==> config.mk <==
export PLATFORM = sky130hd
export DESIGN_NAME = div_unit
export DESIGN_NICKNAME = d
export VERILOG_FILES = /design/src/rtl/div_unit.sv
export SDC_FILE = /design/constraint.sdc
export NUM_CORES = 1
export LEC_CHECK = 0
export ABC_AREA = 1
export CAP_MARGIN = 25
export CORE_MARGIN = 2
export CORE_UTILIZATION = 40
export DETAILED_ROUTE_END_ITERATION = 8
export PLACE_DENSITY = 0.6
export SLEW_MARGIN = 30
export SYNTH_ARGS = -nofsm -noshare
export SYNTH_HDL_FRONTEND = slang
export SYNTH_SLANG_ARGS = --single-unit
==> constraint.sdc <==
create_clock -name clk -period 10.5 [get_ports clk]
set_input_delay 2.625 -clock clk [delete_from_list [all_inputs] [get_ports clk]]
set_output_delay 2.625 -clock clk [all_outputs]
set_load 0.02 [all_outputs]
==> src/rtl/div_unit.sv <==
// Iterative restoring divider for the EX stage (DIV/DIVU).
// It produces one quotient bit per cycle. The result is {remainder, quotient}.
module div_unit #(
    parameter int unsigned WIDTH = 32,
    parameter int unsigned CNT_W = 6
) (
    input  logic                 clk,
    input  logic                 rst,
    input  logic                 signed_div_i,
    input  logic [WIDTH-1:0]     opdata1_i,
    input  logic [WIDTH-1:0]     opdata2_i,
    input  logic                 start_i,
    input  logic                 annul_i,
    output logic [2*WIDTH-1:0]   result_o,
    output logic                 ready_o
);

    localparam logic [1:0] S_FREE   = 2'd0;
    localparam logic [1:0] S_BYZERO = 2'd1;
    localparam logic [1:0] S_ON     = 2'd2;
    localparam logic [1:0] S_END    = 2'd3;

    localparam logic [CNT_W-1:0] LAST_CNT = CNT_W'(WIDTH - 1);

    logic [1:0]         state, state_nxt;
    logic [2*WIDTH:0]   dividend, dividend_nxt;
    logic [WIDTH-1:0]   divisor, divisor_nxt;
    logic [CNT_W-1:0]   counter, counter_nxt;
    logic               neg_quot, neg_quot_nxt;
    logic               neg_rem, neg_rem_nxt;
    logic               ready_nxt;
    logic [2*WIDTH-1:0] result_nxt;

    logic [WIDTH-1:0]   op1_abs, op2_abs;
    logic [WIDTH:0]     trial;
    logic [2*WIDTH:0]   step;
    logic [WIDTH-1:0]   quot, rem;

    // Magnitudes of the operands. The hardware iterates on unsigned values only.
    assign op1_abs = (signed_div_i && opdata1_i[WIDTH-1]) ? (~opdata1_i + WIDTH'(1)) : opdata1_i;
    assign op2_abs = (signed_div_i && opdata2_i[WIDTH-1]) ? (~opdata2_i + WIDTH'(1)) : opdata2_i;

    // Trial subtract of the shifted partial remainder. Bit WIDTH set means it went negative.
    assign trial = dividend[2*WIDTH:WIDTH] - {1'b0, divisor};
    assign step  = trial[WIDTH] ? {dividend[2*WIDTH-1:0], 1'b0}
                                : {trial[WIDTH-1:0], dividend[WIDTH-1:0], 1'b1};

    // Sign fix-up of the final step. The quotient is negated if the signs differ.
    // The remainder follows the dividend.
    assign quot = neg_quot ? (~step[WIDTH-1:0] + WIDTH'(1)) : step[WIDTH-1:0];
    assign rem  = neg_rem  ? (~step[2*WIDTH:WIDTH+1] + WIDTH'(1)) : step[2*WIDTH:WIDTH+1];

    // State register and registered outputs. Reset wins over everything.
    always_ff @(posedge clk) begin
        if (rst) begin
            state    <= S_FREE;
            dividend <= '0;
            divisor  <= '0;
            counter  <= '0;
            neg_quot <= 1'b0;
            neg_rem  <= 1'b0;
            ready_o  <= 1'b0;
            result_o <= '0;
        end else begin
            state    <= state_nxt;
            dividend <= dividend_nxt;
            divisor  <= divisor_nxt;
            counter  <= counter_nxt;
            neg_quot <= neg_quot_nxt;
            neg_rem  <= neg_rem_nxt;
            ready_o  <= ready_nxt;
            result_o <= result_nxt;
        end
    end

    // Next-state and next-output logic.
    always_comb begin
        state_nxt    = state;
        dividend_nxt = dividend;
        divisor_nxt  = divisor;
        counter_nxt  = counter;
        neg_quot_nxt = neg_quot;
        neg_rem_nxt  = neg_rem;
        ready_nxt    = ready_o;
        result_nxt   = result_o;

        case (state)
            S_FREE: begin
                ready_nxt  = 1'b0;
                result_nxt = '0;
                if (start_i && !annul_i) begin
                    if (opdata2_i == '0) begin
                        state_nxt = S_BYZERO;
                    end else begin
                        state_nxt    = S_ON;
                        dividend_nxt = {{WIDTH{1'b0}}, op1_abs, 1'b0};
                        divisor_nxt  = op2_abs;
                        counter_nxt  = '0;
                        neg_quot_nxt = signed_div_i & (opdata1_i[WIDTH-1] ^ opdata2_i[WIDTH-1]);
                        neg_rem_nxt  = signed_div_i & opdata1_i[WIDTH-1];
                    end
                end
            end
            S_BYZERO: begin
                state_nxt  = S_END;
                result_nxt = '0;
            end
            S_ON: begin
                if (annul_i) begin
                    state_nxt = S_FREE;
                end else begin
                    dividend_nxt = step;
                    counter_nxt  = counter + CNT_W'(1);
                    if (counter == LAST_CNT) begin
                        state_nxt  = S_END;
                        result_nxt = {rem, quot};
                    end
                end
            end
            S_END: begin
                if (annul_i || !start_i) begin
                    state_nxt  = S_FREE;
                    ready_nxt  = 1'b0;
                    result_nxt = '0;
                end else begin
                    ready_nxt = 1'b1;
                end
            end
            default: begin
                state_nxt = S_FREE;
            end
        endcase
    end

endmodule
==> results by group, run 1 <==
Detailed routing
  – Final ANT Viol Nets: 0
  – Wire per inst: 15.8 um
  – DR iter-0 viols: 954
  – DRC viols: 0
  – Via count: roughly 14000
  – Vias/cell: 5.17
  – First-pass iteration count of the detailed router: 5
  – Drt total wl: 42300 um

STA
  – TNS Setup: 0 ns
  – RSZ-0062 raised after global routing: false
  – Pins over their slew limit: 0
  – Final setup viols: 0
  – Slew @ Worst Pin: 0.907 ns
  – Tcrit/Tclk final: 58.8%
  – Final hold vios: 0
  – Slew Limit Headroom: 39.1%
  – Final clock skew: 0.00942 ns
  – Final min period: 6.17 ns
  – Fmax: 162 MHz

Clock network
  – Worst-Skew Late Latency: 0.45 ns
  – Clk buf depth: 2
  – H-Tree Depth: 4
  – Clock sink count: 172
  – Clock tree root buffer cell: clkbuf_16
  – Reg clk slew, reported paths: around 0.070 ns
  – TritonCTS Buffers: 17
  – Post-CTS setup buffer count: 0
  – Cts hold-fix bufs: 0
  – CTS resizes: 0
  – CTS tree: built

Yosys
  – Synth Net Count: between 2000 and 2500
  – Post-synthesis sequential area ratio: 26.5%
  – Synth warn: 0
  – Post-synth EDFFs: 0
  – Primary FF master, synth: dfxtp_1
  – Count leader, synth: nand2_1
  – Synth top area share: a little over a quarter
  – Async SR Flop Fraction: 0%
  – Netlist Area Pre-Place: around 13000 um2
  – Top cells by count, synth: nand2_1 (708), inv_1 (284), a21oi_1 (190), nor2_1 (185), dfxtp_1 (172)
  – Syn Inst Count: 2182
  – Syn Area/Cell: a little under 6 um2
  – Top post-synthesis cells by area: dfxtp_1 (27%), nand2_1 (20%), inv_1 (8.2%)
  – Seq cells post-synth: 172
  – Post-synth top area cell: dfxtp_1
  – Synth cell types: 50

Outcome
  – Status: completed

Worst setup path
  – Setup crit start kind: primary input
  – Kind of critical path: in2reg
  – Critical path arrival: around 6.5 ns
  – Crit path capture type: flip-flop
  – CP max FO: 70
  – Critical Path RT: 10.81 ns

Global routing
  – Largest net degree at the start of global routing: 82
  – First-pass GRT wire length: a little under 70000 um
  – Global route overflow: 0
  – Total GRT Usage: roughly a quarter
  – Initial antenna violation count: 0
  – Vias in the first global route: 12900

Cells and area
  – Final Cell Area: 15100 um2
  – Layout area overhead: 16.1%
  – # fillers: approximately 3400
  – Final Net Count: around 2400
  – Ant. Diodes: 0
  – Ratio of cells with drive above 1 in the final layout: 4.61%

Floorplanning
  – Starting Density: ~40%
  – Die height: 184 um
  – Top Ports: 134
  – Core Rows: 65
  – Die width: 184 um
  – Core area: ~32000 um2
  – Die area: 33900 um2

Power and ir drop
  – Pint: 0.00171 W
  – Power Density: 235 nW/um2
  – Share of total power in sequential cells: 23.7%
  – Switching fraction of total power: about half
  – Comb power frac: 58.7%
  – Max VDD drop: 0.173 mV
  – Leakage: roughly 7 nW
  – Net Switching: 0.00183 W
  – Clk pwr share: 17.7%

Placement
  – HPWL after DPL: between 30000 and 40000 um
  – Routability-driven placement congestion ratio: 0.927
  – Port Buf Inserts: 133
  – Area after DPL: 14500 um2

Flow run
  – Max-cap viol count: 0

Worst hold path
  – Hold Crit Class: reg2reg
routing by layer:
layer	share of wire [%]	routed length, um	up-vias	GRT usage, %
li1	-	-	7127	-
met2	47	19700	369	43.0
met4	2.5	1060	0	8.16
met3	4.1	1750	55	2.65
met1	47	19800	6286	33.0
met5	0	0	-	0
layout make-up:
type,instances,area [um2],area share [%]
Timing Repair Buffer,141,1390,9.22
Clock inverter,13,115,0.764
Tap cell,402,503,3.34
Sequential cell,172,3440,22.9
Multi-Input combinational cell,1644,8100,53.7
Inverter,287,1080,7.17
Clock buffer,19,443,2.94
layout by cell type (no fill, tap or decap), drive strengths merged, types with 4 or more instances in the layout:
| cell | instances |
|---|---|
| a211oi | 4 |
| a21o | 5 |
| a21oi | 191 |
| a2bb2oi | 6 |
| a31oi | 25 |
| and2 | 4 |
| buf | 9 |
| clkbuf | 19 |
| clkdlybuf4s50 | 132 |
| clkinv | 7 |
| dfxtp | 172 |
| ha | 41 |
| inv | 289 |
| nand2 | 741 |
| nand3 | 167 |
| nand3b | 8 |
| nand4 | 19 |
| nor2 | 197 |
| nor3 | 32 |
| nor4 | 7 |
| o211ai | 8 |
| o21ai | 88 |
| o21bai | 5 |
| o22ai | 5 |
| or2 | 8 |
| xnor2 | 28 |
| xor2 | 40 |
worst paths after layout:
path | startpoint | endpoint | slack [ns] | depth (start not counted)
hold reg to reg | result_o[62] | result_o[62] | 0.46 | 2
hold / removal | result_o[62] | result_o[62] | 0.46 | 2
setup reg to reg | divisor[0] | result_o[26] | 5.37 | 26
setup / recovery | opdata2_i[5] | dividend[15] | 4.33 | 14
cells by family after synthesis:
group	Yosys count	share of synthesized area [%]
adder cells (fa/ha/maj)	42	4.11
flip-flops	172	26.5
AO/OA/AOI/OAI	347	14.6
XOR/XNOR	68	4.59
buffers and inverters	366	11.2
AND/OR/NAND/NOR	1187	38.9
per-stage QoR:
step / utilization, % / instances / total power [W] / hold slack [ns] / worst slack, ns
floorplan: - / 2182 / 0.00239 / 0.430 / 5.69
global placement: 45.7 / 2646 / 0.00287 / 0.452 / 3.96
detailed placement: 45.7 / 2646 / 0.00289 / 0.456 / 3.85
CTS: 47.5 / 2678 / 0.00352 / 0.467 / 4.33
global route: 47.5 / 2678 / 0.00385 / 0.485 / 3.95
finish: 47.5 / 2678 / 0.00353 / 0.463 / 4.33
worst max-delay path: stages:
cell and delay (ns):
clkdlybuf4s50_1 0.50, nor3_1 0.20, nand3_1 0.16, nor3_1 0.29
nand4_1 0.13, nor2_1 0.19, nand2_1 0.09, nand3_2 0.06
buf_4 0.63, inv_1 0.32, nand2_1 0.44, inv_1 0.46
a22oi_1 0.27, a21oi_1 0.09
state kept, by name (all words and copies together) (netlist names):
register  flops
state         2
dividend     65
ready_o       1
neg_rem       1
divisor      32
counter       6
result_o     64
neg_quot      1
power by group through the flow:
| stage | Sequential (W) | Combinational (W) | Clock [W] |
|---|---|---|---|
| global route | 0.000849 | 0.00235 | 0.000653 |
| global placement | 0.000847 | 0.00203 | 0 |
| finish | 0.000837 | 0.00207 | 0.000624 |
| floorplan | 0.000819 | 0.00157 | 0 |
| CTS | 0.000834 | 0.00205 | 0.000635 |
| detailed placement | 0.000848 | 0.00204 | 0 |
Power figures use the tool's default switching activity.
==> run 2: changes to the inputs <==
==> constraint.sdc (replaced) <==
create_clock -name clk -period 6 [get_ports clk]
set_input_delay 1.5 -clock clk [delete_from_list [all_inputs] [get_ports clk]]
set_output_delay 1.5 -clock clk [all_outputs]
set_load 0.02 [all_outputs]
==> results by group, run 2 (synthesized netlist as in run 1, its figures left out) <==
Detailed routing
  – Drt total wl: 43300 um (+2.5%)
  – DR iter-0 viols: 1005 (+5.3%)
  – Wire per inst: 16.2 um (+2.5%)
  – First-pass iteration count of the detailed router: 6 (+1)
  – Vias/cell: 5.20 (+0.57%)
  – Final ANT Viol Nets: 0 (unchanged)
  – DRC viols: 0 (unchanged)
  – Via count: 13900 (+0.61%)

Global routing
  – Total GRT Usage: 26.0% (+0.82 points)
  – Vias in the first global route: 13100 (+1.7%)
  – First-pass GRT wire length: 69300 um (+2.9%)
  – Initial antenna violation count: 0 (unchanged)
  – Largest net degree at the start of global routing: 98 (+20%)
  – Global route overflow: 0 (unchanged)

Floorplanning
  – Die width: 184 um (unchanged)
  – Core Rows: 65 (unchanged)
  – Die area: 33900 um2 (unchanged)
  – Top Ports: 134 (unchanged)
  – Core area: 31700 um2 (unchanged)
  – Die height: 184 um (unchanged)
  – Starting Density: 40.9% (unchanged)

STA
  – RSZ-0062 raised after global routing: false
  – Final min period: approximately 4.9 ns
  – Tcrit/Tclk final: approximately four fifths
  – Fmax: between 200 and 250 MHz
  – Slew Limit Headroom: 43.1% (+4.0 points)
  – Pins over their slew limit: 0 (unchanged)
  – Final hold vios: 0 (unchanged)
  – TNS Setup: 0 ns (unchanged)
  – Final setup viols: 0 (unchanged)
  – Final clock skew: 0.0156 ns (+0.00616 ns)
  – Hold_ws: 0.464 ns (+0.00113 ns)
  – Slew @ Worst Pin: 0.853 ns (-0.0544 ns)

Power and ir drop
  – Net Switching: 0.00325 W (+78%)
  – Pint: 0.00296 W (+73%)
  – Share of total power in sequential cells: 23.5% (-0.2 points)
  – Clk pwr share: 17.7% (about the same)
  – Pwr Total: 0.00621 W (+76%)
  – Max VDD drop: 0.255 mV (+47%)
  – Switching fraction of total power: 52.4% (+0.66 points)
  – Power Density: 411 nW/um2 (+75%)
  – Comb power frac: 58.8% (about the same)
  – Leakage: 7.03 nW (+0.27%)

Worst setup path
  – Cell mode on critical path: nand2_1
  – CP peak stage delay: 0.47 ns (-0.16 ns)
  – Kind of critical path: reg2reg
  – CP max FO: 38 (-46%)
  – Critical Path RT: 6.36 ns (-4.45 ns)
  – Crit path capture type: flip-flop
  – Setup crit start kind: flip-flop
  – Critical path arrival: 5.22 ns (-1.26 ns)
  – CP max-delay cell: nand2_4
  – Setup slack, reg-to-reg: 1.14 ns (-4.23 ns)

Clock network
  – Post-CTS setup buffer count: 0 (unchanged)
  – CTS resizes: 0 (unchanged)
  – Clock sink count: 172 (unchanged)
  – H-Tree Depth: 4 (unchanged)
  – Clk buf depth: 2 (unchanged)
  – Clock tree root buffer cell: clkbuf_16
  – TritonCTS Buffers: 17 (unchanged)
  – Cts hold-fix bufs: 0 (unchanged)
  – Worst-Skew Late Latency: 0.45 ns (about the same)
  – Reg clk slew, reported paths: 0.07 ns (about the same)
  – CTS tree: built

Outcome
  – Status: completed

Cells and area
  – Final Net Count: 2375 (+0.042%)
  – Largest register by flop count: dividend
  – Layout area overhead: 16.2%
  – Largest register FFs: 65 (unchanged)
  – Top flop regs: dividend (65), result_o (64), divisor (32)
  – Ant. Diodes: 0 (unchanged)
  – Ratio of cells with drive above 1 in the final layout: 4.70% (+0.086 points)
  – Most frequent cells in the layout: nand2_1 (708), inv_1 (284), a21oi_1 (190)
  – Commonest non-fill, non-tap cell in the layout: nand2_1

Flow run
  – Max-cap viol count: 0 (unchanged)

Placement
  – Port Buf Inserts: 133 (unchanged)
  – Routability-driven placement congestion ratio: 0.927 (about the same)
  – HPWL after DPL: 34000 um (+4.0%)

Worst hold path
  – Hold Crit Class: reg2reg
==> run 2: changes by cell type in the layout (fill, tap and decap cells not counted) <==
cell,delta
buf_6,+1
bufinv_16,-1
clkbuf_1,-1
clkbuf_8,-1
clkinv_1,-1
clkinv_2,-3
clkinv_4,+1
clkinvlp_4,-2
inv_1,+1
inv_4,-1
inv_6,+3
inv_8,+5
==> run 2: final timing paths <==
kind	cells past startpoint	to	startpoint
hold / removal	2	result_o[62]	result_o[62]
setup reg to reg	28	result_o[28]	dividend[32]
setup / recovery	28	result_o[28]	dividend[32]
hold reg to reg	2	result_o[62]	result_o[62]
==> run 2: area by class of cell <==
type / count / area [um2]
clock buffer: 17 / 425
clock inverter: 15 / 141
fill: 3382 / 16600
inverter: 287 / 1080
multi-input combinational: 1644 / 8100
sequential: 172 / 3440
tap: 402 / 503
timing repair buffer: 142 / 1400
==> run 2: routing by layer <==
layer	vias up	wire, um	GRT usage, %
li1	7132	-	-
met1	6372	20100	34.0
met2	357	20300	44.3
met3	60	1800	3.02
met4	0	1180	8.45
met5	-	0	0
==> run 2: through the flow <==
step | cell area, um2 | setup WS (ns) | instances | utilization [%]
after floorplan | 13000 | 2.16 | 2182 | -
after global placement | 14500 | 1.20 | 2647 | 45.8
after detailed placement | 14500 | 1.22 | 2647 | 45.8
after CTS | 15100 | 1.19 | 2679 | 47.6
after global routing | 15100 | 0.480 | 2679 | 47.6
final | 15100 | 1.14 | 2679 | 47.6
==> run 2: critical path, delay by kind of cell, from the launching register on <==
family | cells | cell delay (ns)
simple gates | 20 | 2.98
fa+ha+maj | 3 | 0.85
compound gates | 3 | 0.49
flops | 1 | 0.32
buf+inv | 2 | 0.14
==> run 2: power by group through the flow <==
| stage | sequential (W) | combinational (W) | clock, W |
|---|---|---|---|
| final | 0.00146 | 0.00365 | 0.00110 |
| after global routing | 0.00149 | 0.00415 | 0.00117 |
| after CTS | 0.00146 | 0.00362 | 0.00112 |
| after detailed placement | 0.00148 | 0.00361 | 0 |
| after global placement | 0.00148 | 0.00360 | 0 |
| after floorplan | 0.00143 | 0.00276 | 0 |
